File: src/rtl/clock_set_ctrl.sv
// clock_set_ctrl -- time-set sequencer for the multi-function digital clock.
// Walks RUN -> SET_HR -> SET_MIN -> SET_SEC on S3 pulses. It turns S4 pulses into
// one-cycle increment/clear strobes for the field under edit, gates the time
// counters with run_en, and drives the display blink controls. An idle timeout
// returns to RUN when no key has been pressed for a while.
// Optional feature macro: AUTO_REPEAT_EN (hold S4 to auto-repeat in SET_HR/SET_MIN).
module clock_set_ctrl #(
  parameter int BLINK_DIV    = 50,
  parameter int IDLE_TIMEOUT = 1000,
  parameter int HOLD_TICKS   = 50,
  parameter int REPEAT_TICKS = 10
) (
  input  logic       clk,
  input  logic       rst,
  input  logic       tick,
  input  logic       mode_p,
  input  logic       inc_p,
  input  logic       inc_lvl,
  input  logic       en_lvl,
  output logic [1:0] state,
  output logic       run_en,
  output logic       inc_hr,
  output logic       inc_min,
  output logic       clr_sec,
  output logic [2:0] blink_mask,
  output logic       blink_on
);

  localparam int BLINK_W = $clog2(BLINK_DIV + 1);
  localparam int IDLE_W  = $clog2(IDLE_TIMEOUT + 1);
  localparam logic [BLINK_W-1:0] BLINK_LAST = BLINK_W'(BLINK_DIV - 1);
  localparam logic [IDLE_W-1:0]  IDLE_LAST  = IDLE_W'(IDLE_TIMEOUT - 1);

  typedef enum logic [1:0] {
    ST_RUN     = 2'b00,
    ST_SET_HR  = 2'b01,
    ST_SET_MIN = 2'b10,
    ST_SET_SEC = 2'b11
  } state_t;

  state_t               state_r;
  logic [BLINK_W-1:0]   blink_cnt_r;
  logic [IDLE_W-1:0]    idle_cnt_r;

  logic in_set_s;      // currently editing a field
  logic rep_strobe_s;  // auto-repeat wants a strobe this cycle
  logic key_act_s;     // any key activity that restarts the idle timer
  logic inc_fire_s;    // an increment is accepted this cycle
  logic timeout_s;     // idle timer expires this cycle

  // Next field in the mode walk; wraps back to RUN after seconds.
  function automatic state_t step_state(input state_t s);
    case (s)
      ST_RUN:     return ST_SET_HR;
      ST_SET_HR:  return ST_SET_MIN;
      ST_SET_MIN: return ST_SET_SEC;
      ST_SET_SEC: return ST_RUN;
      default:    return ST_RUN;
    endcase
  endfunction

  // One-hot {hr,min,sec} blink mask for a given state.
  function automatic logic [2:0] mask_of(input state_t s);
    case (s)
      ST_SET_HR:  return 3'b100;
      ST_SET_MIN: return 3'b010;
      ST_SET_SEC: return 3'b001;
      ST_RUN:     return 3'b000;
      default:    return 3'b000;
    endcase
  endfunction

  assign state = state_r;

`ifdef AUTO_REPEAT_EN
  localparam int HOLD_W = $clog2(HOLD_TICKS + 1);
  localparam int REP_W  = $clog2(REPEAT_TICKS + 1);
  localparam logic [HOLD_W-1:0] HOLD_LAST = HOLD_W'(HOLD_TICKS - 1);
  localparam logic [HOLD_W-1:0] HOLD_DONE = HOLD_W'(HOLD_TICKS);
  localparam logic [REP_W-1:0]  REP_LAST  = REP_W'(REPEAT_TICKS - 1);

  logic [HOLD_W-1:0] hold_cnt_r;  // saturates at HOLD_TICKS once the first repeat fired
  logic [REP_W-1:0]  rep_cnt_r;   // ticks since the last repeat strobe
  logic              hold_ok_s;

  // Decide whether a held S4 produces a repeat strobe on this tick.
  always_comb begin
    hold_ok_s = ((state_r == ST_SET_HR) | (state_r == ST_SET_MIN)) & inc_lvl & ~mode_p;
    if (hold_ok_s & tick) begin
      rep_strobe_s = (hold_cnt_r == HOLD_LAST) |
                     ((hold_cnt_r == HOLD_DONE) & (rep_cnt_r == REP_LAST));
    end else begin
      rep_strobe_s = 1'b0;
    end
  end

  // Track how long S4 has been held; restart on release, state change or timeout.
  always_ff @(posedge clk) begin
    if (rst) begin
      hold_cnt_r <= '0;
      rep_cnt_r  <= '0;
    end else if (~hold_ok_s | timeout_s) begin
      hold_cnt_r <= '0;
      rep_cnt_r  <= '0;
    end else if (tick) begin
      if (hold_cnt_r == HOLD_DONE) begin
        if (rep_cnt_r == REP_LAST) begin
          rep_cnt_r <= '0;
        end else begin
          rep_cnt_r <= rep_cnt_r + REP_W'(1);
        end
      end else begin
        hold_cnt_r <= hold_cnt_r + HOLD_W'(1);
      end
    end else begin
      hold_cnt_r <= hold_cnt_r;
      rep_cnt_r  <= rep_cnt_r;
    end
  end
`else
  // Without auto-repeat the held level and repeat timing have no effect.
  logic unused_repeat_cfg;
  assign unused_repeat_cfg = inc_lvl ^ (HOLD_TICKS > 0) ^ (REPEAT_TICKS > 0);
  assign rep_strobe_s = 1'b0;
`endif

  // Derive the per-cycle key, increment and timeout events.
  always_comb begin
    in_set_s   = (state_r != ST_RUN);
    key_act_s  = mode_p | inc_p | rep_strobe_s;
    inc_fire_s = in_set_s & ~mode_p & (inc_p | rep_strobe_s);
    timeout_s  = in_set_s & tick & ~key_act_s & (idle_cnt_r == IDLE_LAST);
  end

  // Mode FSM with registered state, strobes, run enable and blink mask.
  always_ff @(posedge clk) begin
    if (rst) begin
      state_r    <= ST_RUN;
      run_en     <= 1'b0;
      inc_hr     <= 1'b0;
      inc_min    <= 1'b0;
      clr_sec    <= 1'b0;
      blink_mask <= 3'b000;
    end else begin
      inc_hr  <= inc_fire_s & (state_r == ST_SET_HR);
      inc_min <= inc_fire_s & (state_r == ST_SET_MIN);
      clr_sec <= inc_fire_s & (state_r == ST_SET_SEC);
      if (mode_p) begin
        state_r    <= step_state(state_r);
        blink_mask <= mask_of(step_state(state_r));
        run_en     <= (step_state(state_r) == ST_RUN) & ~en_lvl;
      end else if (timeout_s) begin
        state_r    <= ST_RUN;
        blink_mask <= 3'b000;
        run_en     <= ~en_lvl;
      end else begin
        state_r    <= state_r;
        blink_mask <= mask_of(state_r);
        run_en     <= (state_r == ST_RUN) & ~en_lvl;
      end
    end
  end

  // Blink phase: toggle every BLINK_DIV ticks while editing, show field on any activity.
  always_ff @(posedge clk) begin
    if (rst) begin
      blink_cnt_r <= '0;
      blink_on    <= 1'b1;
    end else if (mode_p | timeout_s | inc_fire_s | ~in_set_s) begin
      blink_cnt_r <= '0;
      blink_on    <= 1'b1;
    end else if (tick) begin
      if (blink_cnt_r == BLINK_LAST) begin
        blink_cnt_r <= '0;
        blink_on    <= ~blink_on;
      end else begin
        blink_cnt_r <= blink_cnt_r + BLINK_W'(1);
        blink_on    <= blink_on;
      end
    end else begin
      blink_cnt_r <= blink_cnt_r;
      blink_on    <= blink_on;
    end
  end

  // Idle timer: ticks since the last key while editing; never passes IDLE_TIMEOUT-1.
  always_ff @(posedge clk) begin
    if (rst) begin
      idle_cnt_r <= '0;
    end else if (key_act_s | timeout_s | ~in_set_s) begin
      idle_cnt_r <= '0;
    end else if (tick) begin
      idle_cnt_r <= idle_cnt_r + IDLE_W'(1);
    end else begin
      idle_cnt_r <= idle_cnt_r;
    end
  end

endmodule

File: config.mk
export PLATFORM = sky130hd
export DESIGN_NAME = clock_set_ctrl
export DESIGN_NICKNAME = d
export VERILOG_FILES = /design/src/rtl/clock_set_ctrl.sv
export SDC_FILE = /design/constraint.sdc
export NUM_CORES = 1
export LEC_CHECK = 0
export CORE_MARGIN = 2
export CORE_UTILIZATION = 60
export DETAILED_ROUTE_END_ITERATION = 7
export DONT_BUFFER_PORTS = 1
export GPL_ROUTABILITY_DRIVEN = 0
export PLACE_DENSITY = 0.76
export SLEW_MARGIN = 20
export SYNTH_ARGS = -nofsm -noshare
export SYNTH_HDL_FRONTEND = slang
export SYNTH_SLANG_ARGS = --single-unit
File: constraint.sdc
create_clock -name clk -period 2.7 [get_ports clk]
set_input_delay 0.27 -clock clk [delete_from_list [all_inputs] [get_ports clk]]
set_output_delay 0.27 -clock clk [all_outputs]
set_load 0.01 [all_outputs]
---- Yosys cells after proc, flatten, opt, wreduce, memory -nomap -nowiden ----
Index checks and enable logic that the tools add are counted.
word-level totals
  register bits after elaboration ......... 26
  bits in latches ......................... 0
  memory bits (writable) .................. 0
  bits in read-only memories .............. 0
  input port bits ......................... 7
  output and inout bits ................... 10
  word-level logic and storage cells ...... 59
  memories kept ........................... 0
cells by class
  $add $sub $neg .......................... 2
  multipliers ............................. 0
  div/mod/pow operators ................... 0
  magnitude comparators ................... 0
  eq/ne operators ......................... 8
  shifts and indexed selects .............. 0
  mux-type cells .......................... 12
  bitwise operators ....................... 21
  reductions and logical operators ........ 7
operators with widths
  operator                                                          count
  3-bit one-hot mux with 4 select lines                             2
  10-bit by 1-bit adder with 10-bit output (second input constant)  1
  1-bit AND                                                         10
  10-bit == test (second input constant)                            1
  2-bit == test (second input constant)                             4
  2-bit 2-to-1 mux                                                  4
  2-bit one-hot mux with 4 select lines                             1
  6-bit by 1-bit adder with 6-bit output (second input constant)    1
  6-bit == test (second input constant)                             1
  3-bit 2-to-1 mux                                                  2
  6-bit 2-to-1 mux                                                  1
  1-bit OR                                                          6
  1-bit NOT                                                         5
  2-bit by 1-bit == test with 1-bit output (second input constant)  2
  2-bit logical NOT                                                 2
  2-bit nonzero test                                                2
  2-bit OR reduction                                                2
  1-bit 2-to-1 mux                                                  2
  2-bit AND reduction                                               1

---- Depth between registers and ports, before layout ----
  word-level depth ........................ 8
  mapped depth ............................ 6
  gate-level depth less buffers ........... 5

---- Worst setup path before layout ----
Ideal clock, no wire load.
  path kind ............................... register to register
  start point ............................. reg state_r[0] (netlist: state[0])
  end point ............................... reg blink_on
  library setup time ...................... 0.142 ns
  data arrival time ....................... 1.631 ns
  data required time ...................... 2.558 ns
  slack ................................... 0.927 ns
  cell stages (with the launch flop) ...... 6
  path buffers ............................ 0
  clock period less this slack ............ 1.773 ns
  cell sequence ........................... dfxtp_1 > inv_1 > ha_1 > nor2_1 > nand2_1 > or4b_2
on the way
  longest elaborated chain between the ends .. 8
  elaborated cells between the ends (all ways) .. 11
  classes of those cells .................. bitwise (9); reduce/logical (2)
RTL lines
  what                              line  source
  start, declared                   41    state_t state_r;
  start signal, assigned            149   state_r <= step_state(state_r);
  start signal, assigned            157   state_r <= state_r;
  2-bit nonzero test (*)            129   in_set_s = (state_r != ST_RUN);
  1-bit AND (3 in series)           132   timeout_s = in_set_s & tick & ~key_act_s & (idle_cnt_r == IDLE_LAST);
  1-bit OR (2 in series)            169   end else if (mode_p | timeout_s | inc_fire_s | ~in_set_s) begin
  1-bit OR (*)                      169
  2-bit OR reduction (no line) (*)  n/a
  end signal, assigned              175   blink_on <= ~blink_on;
  end signal, assigned              178   blink_on <= blink_on;
  end signal, assigned              182   blink_on <= blink_on;
  end, declared                     26    output logic blink_on
Every way passes the cells marked *; elsewhere a longest branch is shown, timed or not.
A chain may end at the register's enable or synchronous reset.

---- Worst setup path in the final report ----
Same ends and word-level chain as after synthesis.

==> run metrics <==
status=complete, no violations; IO Pins=17; Worst EP required=2900 ps; Crit path arrival time=2360 ps; DR DRC count=0; Max Cap Viol=0; Starting Density=0.6340; fraction of layout cells with a size suffix above 1=0.05303; die height=around 49 µm; final setup violating endpoints=0; row count=16; setup TNS=0 ps; port buffer count=0; Setup Crit Path Kind=register to register; n_diodes=0; Final Power=598.3 µW; CP Max Fanout=11; sw frac=0.2329; Pint=approximately 460 µW; first-pass GRT wire length=3608 µm; Synth Warn #=0; Worst setup EP type=register; largest family of logic cells by synthesized area=simple AND/OR/NAND/NOR gates; vias per cell=~5.8; Vias=928; Mapped Cells=about 130; switching pwr=139.4 µW; design area=1275 µm²; H-tree levels=1; CTS root buf=clkbuf_4; Util after Layout=0.6566; Slew Viols, Final=0; Area growth syn-to-layout=3.557%; fmax=0.4623 GHz; HP Class=primary input to register; slew at the pin closest to its max-slew limit=about 610 ps; top post-synthesis cells by area=dfxtp_1, ha_1, nand2_1, nor3_1, o21ai_0; Core Area=1942 µm²; sequential fraction of the synthesis area=0.4228; clock share of power=0.271; top cell type's share of synthesized area=0.4228; Adder-Cell Fraction of Synth Area=0.09146; hpwl dp=1523 µm; PostCTS Resize Cnt=0; Synth area leader=dfxtp_1; simple-gate share of the synthesized area=0.2744; Synth Area in Compound Gates=0.1128; worst hold path depth=1; FF-to-FF path depth=5; RSZ-0062 raised after global routing=no; CTS hold repair buffers=0; Pwr per Cell Area=469.3 nW/µm²; clock latency on the worst-skew pair=310 ps; synthesized flop and latch total=26; Startpoint Class=register; routed length per instance=about 13 µm; fin crit share=0.8012; Reg power frac=0.671; synthesized area=approximately 1200 µm²; Pre-Repair DR Iteration Count=4; Worst-path clk slew=130 ps; DIE AREA=between 2000 and 2500 µm²; Clock Skews=1.685 ps; antenna-violating nets left=0; total routed wirelength=2063 µm; Syn Area/Cell=between 9 and 10 µm²; pin count of the biggest net entering global routing=19; Hold Worst Slack=15.29 ps; grt total ovfl=0; Die W=49.30 µm; Synth cell types=30; combinational share of power=0.058; placed inst area=~1300 µm²; buffer depth of the longest clock path=2; post-CTS setup buffer count=0; Final nets=150; Synth Area in XOR/XNOR=0.05691; TritonCTS Sinks=26; Leakage=0.4226 nW; CTS Buf Count=3; Final Hold Vio Count=0; CTS tree=built; post-synthesis net count=147; initial antenna violation count=0; GRT Total Usage=0.1897; minimum clock period=2163 ps; vias in the first global route=approximately 860; mux contribution to synthesized area=0.01626; DR iter-0 viols=12; Max VDD drop=0.0003285 V; Slew headroom=0.5905
## placed cells by master, fill, tap and decap left out, types with 4 or more instances in the layout
cell / Yosys / routed
dfxtp_1: 26 / 26
o21ai_0: 11 / 11
or3_1: 4 / 4
nor3_1: 12 / 12
a211oi_1: 7 / 7
nand2_1: 17 / 17
xor2_1: 6 / 6
ha_1: 9 / 9
nand4_1: 5 / 5
## layout make-up
class                      instances  area [µm²]
sequential                        26       520.5
fill                             178       666.9
tap                               27       33.78
inverter                           3       11.26
clock buffer                       3       22.52
timing repair buffer               1       7.507
multi-input combinational         99       679.4
## state kept, by name (all words and copies together), names as in the netlist
signal       cells
blink_cnt_r      6
blink_mask       3
blink_on         1
clr_sec          1
idle_cnt_r      10
inc_hr           1
inc_min          1
run_en           1
state            2
## routing by layer
layer	vias up	wire length (µm)	track usage
li1	485	-	-
met1	419	1003	0.2340
met2	20	930	0.3153
met3	4	102	0.03988
met4	0	27	0.08571
met5	-	0	0
## Yosys cell counts, drive strengths merged
| master | count |
|---|---|
| o31ai | 2 |
| nor2 | 2 |
| nor3 | 12 |
| nor2b | 2 |
| nor4b | 1 |
| xor2 | 6 |
| or3b | 1 |
| o31a | 1 |
| a211oi | 7 |
| o211ai | 1 |
| or3 | 4 |
| nand4 | 5 |
| and2 | 3 |
| nand3 | 2 |
| inv | 3 |
| or4 | 2 |
| o21ai | 11 |
| ha | 9 |
| or4b | 1 |
| mux2i | 2 |
| nand4bb | 2 |
| nor4 | 3 |
| dfxtp | 26 |
| nand2 | 17 |
| buf | 2 |
| nand3b | 1 |
| xnor2 | 2 |
| clkbuf | 1 |
## worst max-delay path, cell delays in order, from the launching register on
cell     delay [ps]
dfxtp_1         500
inv_1           130
ha_1            260
nor2_1          200
nand2_1         270
or4b_2          690
## cell families (layout without fill, tap and decap cells)
logic type,after synthesis,after routing
AOI/OAI and AO/OA,22,22
xor gates and xnor gates,8,8
adders and majority gates,9,9
buffers and inverters,6,7
DFF,26,26
muxes,2,2
and+or+nand+nor,58,58
## power groups by stage
stage               Sequential [mW]  Combinational, mW  Clock, mW
finish                        0.402             0.0345      0.162
global route                  0.403             0.0409      0.174
CTS                           0.402             0.0349      0.167
detailed placement            0.411             0.0348          0
global placement              0.410             0.0335          0
floorplan                     0.409             0.0310          0
## metrics by stage
| stage | setup slack (ps) | std cells |
|---|---|---|
| after floorplan | 926.6 | 131 |
| after global placement | 595.1 | 156 |
| after detailed placement | 550.1 | 156 |
| after CTS | 532.2 | 159 |
| after global routing | 411.1 | 159 |
| final | 536.7 | 159 |
## final timing paths
check,from,to,slack (ps)
worst max-delay path,state[0],blink_on,540
worst min-delay path,rst,blink_mask[2],20
worst max register to register,state[0],blink_on,540
worst min register to register,blink_cnt_r[5],blink_cnt_r[5],520
No activity file was read; power rests on OpenSTA's default activity.
